<file path="config.mk">
export PLATFORM = sky130hd
export DESIGN_NAME = target_div_sequencer
export DESIGN_NICKNAME = d
export VERILOG_FILES = /design/src/rtl/target_div_sequencer.sv
export SDC_FILE = /design/constraint.sdc
export NUM_CORES = 1
export LEC_CHECK = 0
export BUFFER_PORTS_ARGS = -buffer_cell sky130_fd_sc_hd__buf_4
export CAP_MARGIN = 20
export CORE_MARGIN = 2
export CORE_UTILIZATION = 56
export CTS_CLUSTER_SIZE = 28
export DETAILED_ROUTE_END_ITERATION = 6
export PLACE_DENSITY = 0.85
export SYNTH_ARGS = -nofsm -noshare
export SYNTH_HDL_FRONTEND = slang
export SYNTH_SLANG_ARGS = --single-unit
</file>
<file path="constraint.sdc">
create_clock -name Clk -period 3.55 [get_ports Clk]
set_input_delay 0.1775 -clock Clk [delete_from_list [all_inputs] [get_ports Clk]]
set_output_delay 0.1775 -clock Clk [all_outputs]
set_load 0.05 [all_outputs]
</file>
<file path="src/rtl/target_div_sequencer.sv">
// target_div_sequencer
// Computes the two divider multipliers C_N1/C_N2 from the crystal ratio C_RX
// and the packed dual target word C_N, using one shared 32-bit restoring
// divider time-shared over four 33-cycle divisions.
//
// Ports:
//   Clk    in   clock, rising edge
//   Reset  in   asynchronous active-low reset
//   En     in   block enable; low aborts a running computation
//   Start  in   request pulse, accepted only in IDLE with En high
//   C_RX   in   [31:0] crystal ratio x100
//   C_N    in   [31:0] {int2[8:0], frac2[6:0], int1[8:0], frac1[6:0]}
//   Busy   out  high while a computation runs
//   Done   out  one-cycle pulse when C_N1/C_N2 update
//   C_N1   out  [31:0] {integer[24:0], hundredths[6:0]} for channel 1
//   C_N2   out  [31:0] same for channel 2
//   Err    out  [1:0] sticky divide-by-zero flags {ch2, ch1}
//
// state     | meaning
// ----------+-----------------------------------------------
// ST_IDLE   | waiting for Start
// ST_DIV_I1 | ringSpd / dvs1 -> integer part 1, remainder 1
// ST_DIV_F1 | (rem1 * FRAC_SCALE) / dvs1 -> fraction part 1
// ST_DIV_I2 | ringSpd / dvs2 -> integer part 2, remainder 2
// ST_DIV_F2 | (rem2 * FRAC_SCALE) / dvs2 -> fraction part 2
// ST_DONE   | publish results, pulse Done

module target_div_sequencer #(
  parameter int XTAL_SPD   = 45,
  parameter int FRAC_SCALE = 100
) (
  input  logic        Clk,
  input  logic        Reset,
  input  logic        En,
  input  logic        Start,
  input  logic [31:0] C_RX,
  input  logic [31:0] C_N,
  output logic        Busy,
  output logic        Done,
  output logic [31:0] C_N1,
  output logic [31:0] C_N2,
  output logic [1:0]  Err
);

  typedef enum logic [2:0] {
    ST_IDLE, ST_DIV_I1, ST_DIV_F1, ST_DIV_I2, ST_DIV_F2, ST_DONE
  } state_t;

  localparam logic [31:0] LP_XTAL  = 32'(XTAL_SPD);
  localparam logic [31:0] LP_SCALE = 32'(FRAC_SCALE);

  state_t      r_state, w_state_nxt;
  logic        w_busy_nxt;
  logic [5:0]  r_step;
  logic [31:0] r_ring;
  logic [15:0] r_dvs1, r_dvs2;
  logic [31:0] r_dvd, r_quo, r_rem;
  logic [24:0] r_int1, r_int2;
  logic [6:0]  r_flt1, r_flt2;

  logic [31:0] w_ring;
  logic [15:0] w_dvs1, w_dvs2;
  logic        w_last, w_ch1, w_frac_step, w_zero1, w_zero2;
  logic [31:0] w_dvs, w_dvd_load, w_quo_nxt;
  logic [32:0] w_trial, w_diff;
  logic        w_qbit;

  assign w_ring = C_RX * LP_XTAL;
  assign w_dvs1 = 16'(C_N[15:7]) * LP_SCALE[15:0] + 16'(C_N[6:0]);
  assign w_dvs2 = 16'(C_N[31:23]) * LP_SCALE[15:0] + 16'(C_N[22:16]);

  assign w_last      = (r_step == 6'd32);
  assign w_ch1       = (r_state == ST_DIV_I1) || (r_state == ST_DIV_F1);
  assign w_frac_step = (r_state == ST_DIV_F1) || (r_state == ST_DIV_F2);
  assign w_zero1     = (r_dvs1 == 16'd0);
  assign w_zero2     = (r_dvs2 == 16'd0);
  assign w_dvs       = w_ch1 ? {16'd0, r_dvs1} : {16'd0, r_dvs2};
  // The fraction step reuses the remainder left in r_rem by the integer step.
  assign w_dvd_load  = w_frac_step ? (r_rem * LP_SCALE) : r_ring;

  // One restoring step: shift in the next dividend bit, subtract if it fits.
  // A zero divisor always "fits", so the quotient saturates to all ones.
  assign w_trial   = {r_rem, r_dvd[31]};
  assign w_diff    = w_trial - {1'b0, w_dvs};
  assign w_qbit    = ~w_diff[32];
  assign w_quo_nxt = {r_quo[30:0], w_qbit};

  always_ff @(posedge Clk or negedge Reset) begin
    if (!Reset) r_state <= ST_IDLE;
    else        r_state <= w_state_nxt;
  end

  always_comb begin
    w_state_nxt = r_state;
    case (r_state)
      ST_IDLE:   if (En && Start) w_state_nxt = ST_DIV_I1;
      ST_DIV_I1: if (!En) w_state_nxt = ST_IDLE; else if (w_last) w_state_nxt = ST_DIV_F1;
      ST_DIV_F1: if (!En) w_state_nxt = ST_IDLE; else if (w_last) w_state_nxt = ST_DIV_I2;
      ST_DIV_I2: if (!En) w_state_nxt = ST_IDLE; else if (w_last) w_state_nxt = ST_DIV_F2;
      ST_DIV_F2: if (!En) w_state_nxt = ST_IDLE; else if (w_last) w_state_nxt = ST_DONE;
      default:   w_state_nxt = ST_IDLE;
    endcase
    w_busy_nxt = (w_state_nxt == ST_DIV_I1) || (w_state_nxt == ST_DIV_F1) ||
                 (w_state_nxt == ST_DIV_I2) || (w_state_nxt == ST_DIV_F2);
  end

  always_ff @(posedge Clk or negedge Reset) begin
    if (!Reset) begin
      r_step <= '0;
      r_ring <= '0;
      r_dvs1 <= '0;
      r_dvs2 <= '0;
      r_dvd  <= '0;
      r_quo  <= '0;
      r_rem  <= '0;
      r_int1 <= '0;
      r_int2 <= '0;
      r_flt1 <= '0;
      r_flt2 <= '0;
      Busy   <= 1'b0;
      Done   <= 1'b0;
      C_N1   <= '0;
      C_N2   <= '0;
      Err    <= '0;
    end else begin
      Busy <= w_busy_nxt;
      Done <= 1'b0;
      case (r_state)
        ST_IDLE: begin
          r_step <= '0;
          if (En && Start) begin
            r_ring <= w_ring;
            r_dvs1 <= w_dvs1;
            r_dvs2 <= w_dvs2;
            Err    <= '0;
          end
        end
        ST_DONE: begin
          if (En) begin
            C_N1 <= w_zero1 ? 32'hFFFF_FFFF : {r_int1, r_flt1};
            C_N2 <= w_zero2 ? 32'hFFFF_FFFF : {r_int2, r_flt2};
            Err  <= {w_zero2, w_zero1};
            Done <= 1'b1;
          end
        end
        default: begin
          if (!En) begin
            r_step <= '0;
          end else if (r_step == 6'd0) begin
            r_dvd  <= w_dvd_load;
            r_quo  <= '0;
            r_rem  <= '0;
            r_step <= 6'd1;
          end else begin
            r_dvd <= {r_dvd[30:0], 1'b0};
            r_quo <= w_quo_nxt;
            r_rem <= w_qbit ? w_diff[31:0] : w_trial[31:0];
            if (w_last) begin
              r_step <= '0;
              case (r_state)
                ST_DIV_I1: r_int1 <= w_quo_nxt[24:0];
                ST_DIV_F1: r_flt1 <= w_zero1 ? 7'd0 : w_quo_nxt[6:0];
                ST_DIV_I2: r_int2 <= w_quo_nxt[24:0];
                ST_DIV_F2: r_flt2 <= w_zero2 ? 7'd0 : w_quo_nxt[6:0];
                default: ;
              endcase
            end else begin
              r_step <= r_step + 6'd1;
            end
          end
        end
      endcase
    end
  end

endmodule

</file>
==> flow_summary.ini, run 1 <==
[pwr]
switching_share = 0.4389
share_seq_of_total_power = 0.197
power_switching_mw = 10.04
p_int_mw = 12.84
pwr-share-clk = 0.129
combPwrFrac = 0.673
power_leakage_nw = 13.47
total_power_mw = 22.88
powerDensity_mw_per_mm2 = 874.1
vdd_ir_drop_max_uv = 1107

[worst_setup_path]
worst_setup_path_end_kind = flip-flop
cpMostUsedCell = ha_4
crit_chain = ha_4 -> ha_4 -> inv_2 -> fa_1 -> inv_2 -> ha_4 -> a21o_1 -> a21o_1 -> a21oi_2 -> o31ai_2 -> a31o_2 -> a221o_1 -> a21oi_2 -> xor2_1 -> o22ai_1
required_ns = 4.01
path_max_fanout = 4
path_class = reg -> reg
crit_arrival_ns = 4.26
cpPeakStageDelay_ns = 0.56
slowest_stage = fa_1
critPathBufInv = 2
cp-start-kind = flip-flop
cp_top_family = compound AO/OA/AOI/OAI gates

[cts]
cts_tree = done
cts_max_level = 1
cts_sinks = 293
cts_buffer_depth = 3
clkTransAtPathRegs_ns = 0.07
cts_buffers = 29
clk-insertion-delay-late_ns = 0.58
cts-root-buf = clkbuf_16

[yosys]
synth_cells = 2293
async_flop_share = 1.000
synth_simple_gate_area_frac = 0.1291
synth-xor-area-share = 0.05829
ys_warn_count = 0
synth_mux_area_frac = 0.04843
synth_ff_type = dfrtp_1
synth_cell_types = 72
synth-seq-area-share = 0.3436
synth-compound-area-share = 0.1419
synthAdderAreaFrac = 0.2156
syn_avg_cell_area_um2 = 9.306
synth_edf_count = 0
ys_seq_elements = 293
synth_top_family_by_area = adder cells
syn_area_mm2 = 0.02134
synth.net_count = 2683

[layout]
final_common_cell = buf_4
num_antenna_cells = 0
final_cell_area_mm2 = 0.02618
drive_gt1_frac = 0.2317
final_cell_mix = buf_4 (347), nand2_1 (323), dfrtp_1 (291), inv_1 (251), ha_1 (227)
fin_cells = 3139
nets = 2999
areaGrowthSynthToFinish_pct = 22.67

[sta]
max_freq_ghz = 0.2632
setup_viol = 29
whs_ns = 0.04242
fin_crit_sh = 1.070
slew_headroom = 0.3338
final_hold_viol_count = 0
final_max_slew_viol_count = 0
setup_slack_ns = -0.2494
rsz0062_at_grt = true
min_period_ns = 3.799
fin_skew_ns = 0.01649
worst_pin_slew_ns = 0.9994

[die]
core_area_mm2 = 0.03758
pin_count = 136
num_rows = 71
die_area_mm2 = 0.03968
fp.dieW_um = 199.2
dieHeight_um = 199.2
initial_utilization = 0.5678

[routing]
top_layer = met5
drc = 0
ant_nets = 0
drt-initial-drc-count = 1476
avgRoutedWirePerCell_um = 18.50
routed-via-count = 18500
vias_per_cell = 5.893
met1_length_um = 22250
first_pass_iters = 6
dr_wl_met3_um = 3900
met2_length_um = 29210
routed_wl_um = 58070

[global_route]
grt_max_degree = 103
grtUsageTotal = 0.2752
antenna_found_initial = 1
grt_pass1_wl_um = 89240
grt_pass1_vias = 18570
gr-total-overflow = 0

[min_path]
min_path_type = in -> reg

[outcome]
violations = setup timing
outcome = complete, but fails checks

[placed_design]
numPortBuffers = 135
dp_hpwl_um = 38880
dpl.cell_count = 3040
place_ws_ns = -0.4304
gp_congestion = 0.9126
placed_area_mm2 = 0.02420

[run]
drv_cap = 0
==> cell families after synthesis <==
logic type               count (synthesis)
AO/OA/AOI/OAI                          494
adder cells (fa/ha/maj)                322
multiplexers                            95
AND/OR/NAND/NOR                        597
flip-flops                             293
buffers and inverters                  350
XOR/XNOR                               142
==> per-stage QoR <==
stage / util / TNS (ns)
2_1_floorplan: - / 0
3_3_place_gp: 0.6441 / -5.096
3_5_place_dp: 0.6441 / -8.688
4_1_cts: 0.6793 / -0.1939
5_1_grt: 0.6966 / -6.950
6_report: 0.6966 / -2.069
==> cell type report <==
type | instances | area, um2
multi-input cells | 1650 | 13390
fillers | 2577 | 11400
flip-flops and latches | 293 | 7335
repair buffers | 371 | 2914
inverters | 264 | 991.0
clock buffers | 36 | 812.0
well taps | 511 | 639.4
clock inverters | 14 | 95.09
==> layer usage <==
layer	vias up	global-route usage
li1	8434	-
met1	9007	0.3266
met2	816	0.4990
met3	240	0.03831
met4	2	0.1153
met5	-	0
==> flip-flops by register name (all words and copies together), names as in the netlist, 6 cells and up <==
name and flops:
C_N1 32, C_N2 32, r_rem 32, r_ring 32, r_int1 25, r_quo 24
r_dvs2 16, r_flt2 7, r_dvd 32, r_dvs1 16, r_step 6, r_flt1 7
r_int2 25
==> power by group through the flow <==
stage                     registers (mW)  clock network, mW  logic, mW
after floorplan                     4.43                  0       8.30
after global placement              4.45                  0       11.3
after detailed placement            4.49                  0       11.8
after CTS                           4.44               2.97       12.5
after global routing                4.56               3.11       16.4
final                               4.52               2.96       15.4
==> what timing repair did <==
action                                 in CTS  in global routing
setup endpoints to repair                  38                 57
endpoints found under the hold margin     107                  1
gates resized for setup                    45                 95
hold buffers                               10                  1
buffers inserted                           14                 28
pin swaps                                  48                 68
==> synthesized netlist by cell type, types with 9 or more instances <==
library cell | number | area [um2]
ha_1 | 246 | 3078
inv_1 | 264 | 991.0
o21ai_0 | 207 | 1036
nand2b_1 | 16 | 100.1
nand4_1 | 11 | 68.82
mux2_2 | 66 | 743.2
and3_1 | 11 | 68.82
nor2_1 | 82 | 307.8
a21o_1 | 32 | 240.2
xnor2_1 | 88 | 770.7
nor4_1 | 10 | 62.56
o21a_1 | 17 | 127.6
a211oi_1 | 10 | 75.07
nor2b_1 | 19 | 118.9
clkbuf_1 | 69 | 259.0
a221oi_1 | 12 | 105.1
o22ai_1 | 27 | 168.9
nor3_1 | 20 | 100.1
xor2_1 | 54 | 473.0
dfrtp_1 | 293 | 7332
o31ai_1 | 17 | 127.6
a22oi_1 | 13 | 97.59
fa_1 | 76 | 1521
nand3_1 | 55 | 275.3
nand2_1 | 324 | 1216
buf_2 | 9 | 45.04
a21oi_1 | 87 | 435.4
mux2i_1 | 29 | 290.3
==> worst min-delay path, stage by stage <==
cell and delay (ns):
buf_4 0.08, ha_1 0.16, mux2_2 0.16
==> path summary, 6_finish.rpt <==
| path | from | endpoint | slack, ns | cells after the start |
|---|---|---|---|---|
| max in group asynchronous | Reset | C_N2[21] | 2.19 | 3 |
| min | C_N[18] | r_dvs2[2] | 0.04 | 3 |
| max | r_rem[9] | r_dvd[28] | -0.25 | 15 |
| max reg2reg | r_rem[9] | r_dvd[28] | -0.25 | 15 |
| min in group asynchronous | Reset | C_N2[6] | 0.24 | 2 |
| min reg2reg | C_N2[19] | C_N2[19] | 0.47 | 2 |
Power figures use the tool's default switching activity.
==> run 2, diff against run 1 <==
- SKIP_CTS_REPAIR_TIMING: not set -> 1
==> run 2 against run 1 <==
Effect of this change: the run still ends with setup timing left; routed wire length is 1.2% higher; clock-buffer cell count stayed put; first-iteration DRC count is 3.4% higher; power is 0.91% higher; largest power group unchanged; critical path type unchanged; global-route usage is 1.5 points lower; clock power hardly changed; worst setup slack worse by 0.11 ns; critical endpoint is now r_rem[1]; utilization is 0.52 points higher.
==> flow_summary.ini, run 2 (synthesis results as in run 1) <==
[placed_design]
numPortBuffers = 135
placed_area_mm2 = 0.02420
dp_hpwl_um = 38880
dpl.cell_count = 3040
gp_congestion = 0.9126

[cts]
cts_sinks = 293
cts_buffers = 29
cts_buffer_depth = 3
clkTransAtPathRegs_ns = 0.06
cts_tree = done
clk-insertion-delay-late_ns = 0.58
cts-root-buf = clkbuf_16
cts_max_level = 1

[routing]
routed_wl_um = 58750
avgRoutedWirePerCell_um = 18.75
ant_nets = 0
drc = 0
routed-via-count = 18490
first_pass_iters = 7
vias_per_cell = 5.901
drt-initial-drc-count = 1526

[worst_setup_path]
ff2ff_setup_slack_ns = -0.36
path_max_fanout = 19
worst_setup_path_end_kind = flip-flop
cp-start-kind = flip-flop
crit_arrival_ns = 4.37
required_ns = 4.01
path_class = reg -> reg

[die]
fp.dieW_um = 199.2
dieHeight_um = 199.2
core_area_mm2 = 0.03758
num_rows = 71
die_area_mm2 = 0.03968
pin_count = 136
initial_utilization = 0.5678

[pwr]
powerDensity_mw_per_mm2 = 875.5
share_seq_of_total_power = 0.196
switching_share = 0.4434
p_int_mw = 12.85
combPwrFrac = 0.675
power_leakage_nw = 13.46
power_switching_mw = 10.24
pwr-share-clk = 0.129
vdd_ir_drop_max_uv = 1376

[sta]
final_max_slew_viol_count = 0
setup_slack_ns = -0.3631
min_period_ns = 3.913
max_freq_ghz = 0.2555
whs_ns = 0.02853
worst_pin_slew_ns = 1.020
slew_headroom = 0.3198
rsz0062_at_grt = true
setup_viol = 47
final_hold_viol_count = 0
fin_skew_ns = 0.01197
fin_crit_sh = 1.102

[layout]
final_common_cell = buf_4
nets = 2993
nFillCells = 2514
areaGrowthSynthToFinish_pct = 23.58
multi_input_area_mm2 = 0.01358
final_cell_area_mm2 = 0.02637
drive_gt1_frac = 0.2361
layout.area.seq_mm2 = 0.007337
utilization = 0.7017
fin_cells = 3133
num_antenna_cells = 0
final_cell_mix = buf_4 (333), nand2_1 (320), dfrtp_1 (289), inv_1 (249), ha_1 (219)

[global_route]
gr-total-overflow = 0
grt_pass1_wl_um = 84960
antenna_found_initial = 0
grtUsageTotal = 0.2598
grt_max_degree = 103
grt_pass1_vias = 17950

[run]
drv_cap = 0

[min_path]
min_path_type = in -> reg

[outcome]
outcome = complete, but fails checks
violations = setup timing
[run 2: path summary, 6_finish.rpt]
kind / cells after the start / from / endpoint
max in group asynchronous: 3 / Reset / C_N2[11]
setup reg to reg: 15 / r_state[1] / r_rem[1]
hold reg to reg: 2 / C_N2[19] / C_N2[19]
hold / removal: 3 / C_N[18] / r_dvs2[2]
min in group asynchronous: 2 / Reset / C_N2[6]
setup / recovery: 15 / r_state[1] / r_rem[1]
[run 2: final cells by class]
class | count | share of cell area
clock buffer | 36 | 0.03079
tap | 511 | 0.02425
timing repair buffer | 365 | 0.1105
multi-input combinational | 1650 | 0.5151
inverter | 264 | 0.03758
clock inverter | 14 | 0.003606
sequential | 293 | 0.2782
[run 2: worst max-delay path, cell delays in order, from the launching register on]
cell and delay (ns):
dfrtp_1 0.41, xnor2_2 0.16, nor2_4 0.24, buf_6 0.23
mux2i_1 0.25, ha_1 0.30, o21a_1 0.20, o21ai_0 0.28
a31oi_2 0.10, or3b_4 0.48, a211o_1 0.38, and3_4 0.20
buf_12 0.17, nor2_1 0.11, a21oi_1 0.05, a22o_1 0.21
[run 2: layer usage]
metal	wire length [um]	track usage
met2	29490	0.4763
met4	3013	0.08458
met1	22390	0.3184
met3	3864	0.02869
met5	0	0
[run 2: power by group through the flow]
stage          Combinational [mW]  Sequential, mW  Clock [mW]
5_1_grt                      16.6            4.56        3.13
3_5_place_dp                 11.8            4.49           0
6_report                     15.6            4.52        2.97
3_3_place_gp                 11.3            4.45           0
2_1_floorplan                8.30            4.43           0
4_1_cts                      12.0            4.44        2.97
[run 2: through the flow]
| step | setup slack, ns | total power [mW] | setup TNS [ns] |
|---|---|---|---|
| global route | -0.4380 | 24.28 | -13.62 |
| floorplan | 0.001404 | 12.73 | 0 |
| detailed placement | -0.4304 | 16.25 | -8.688 |
| finish | -0.3631 | 23.09 | -9.517 |
| CTS | -0.2894 | 19.40 | -5.801 |
| global placement | -0.3137 | 15.74 | -5.096 |
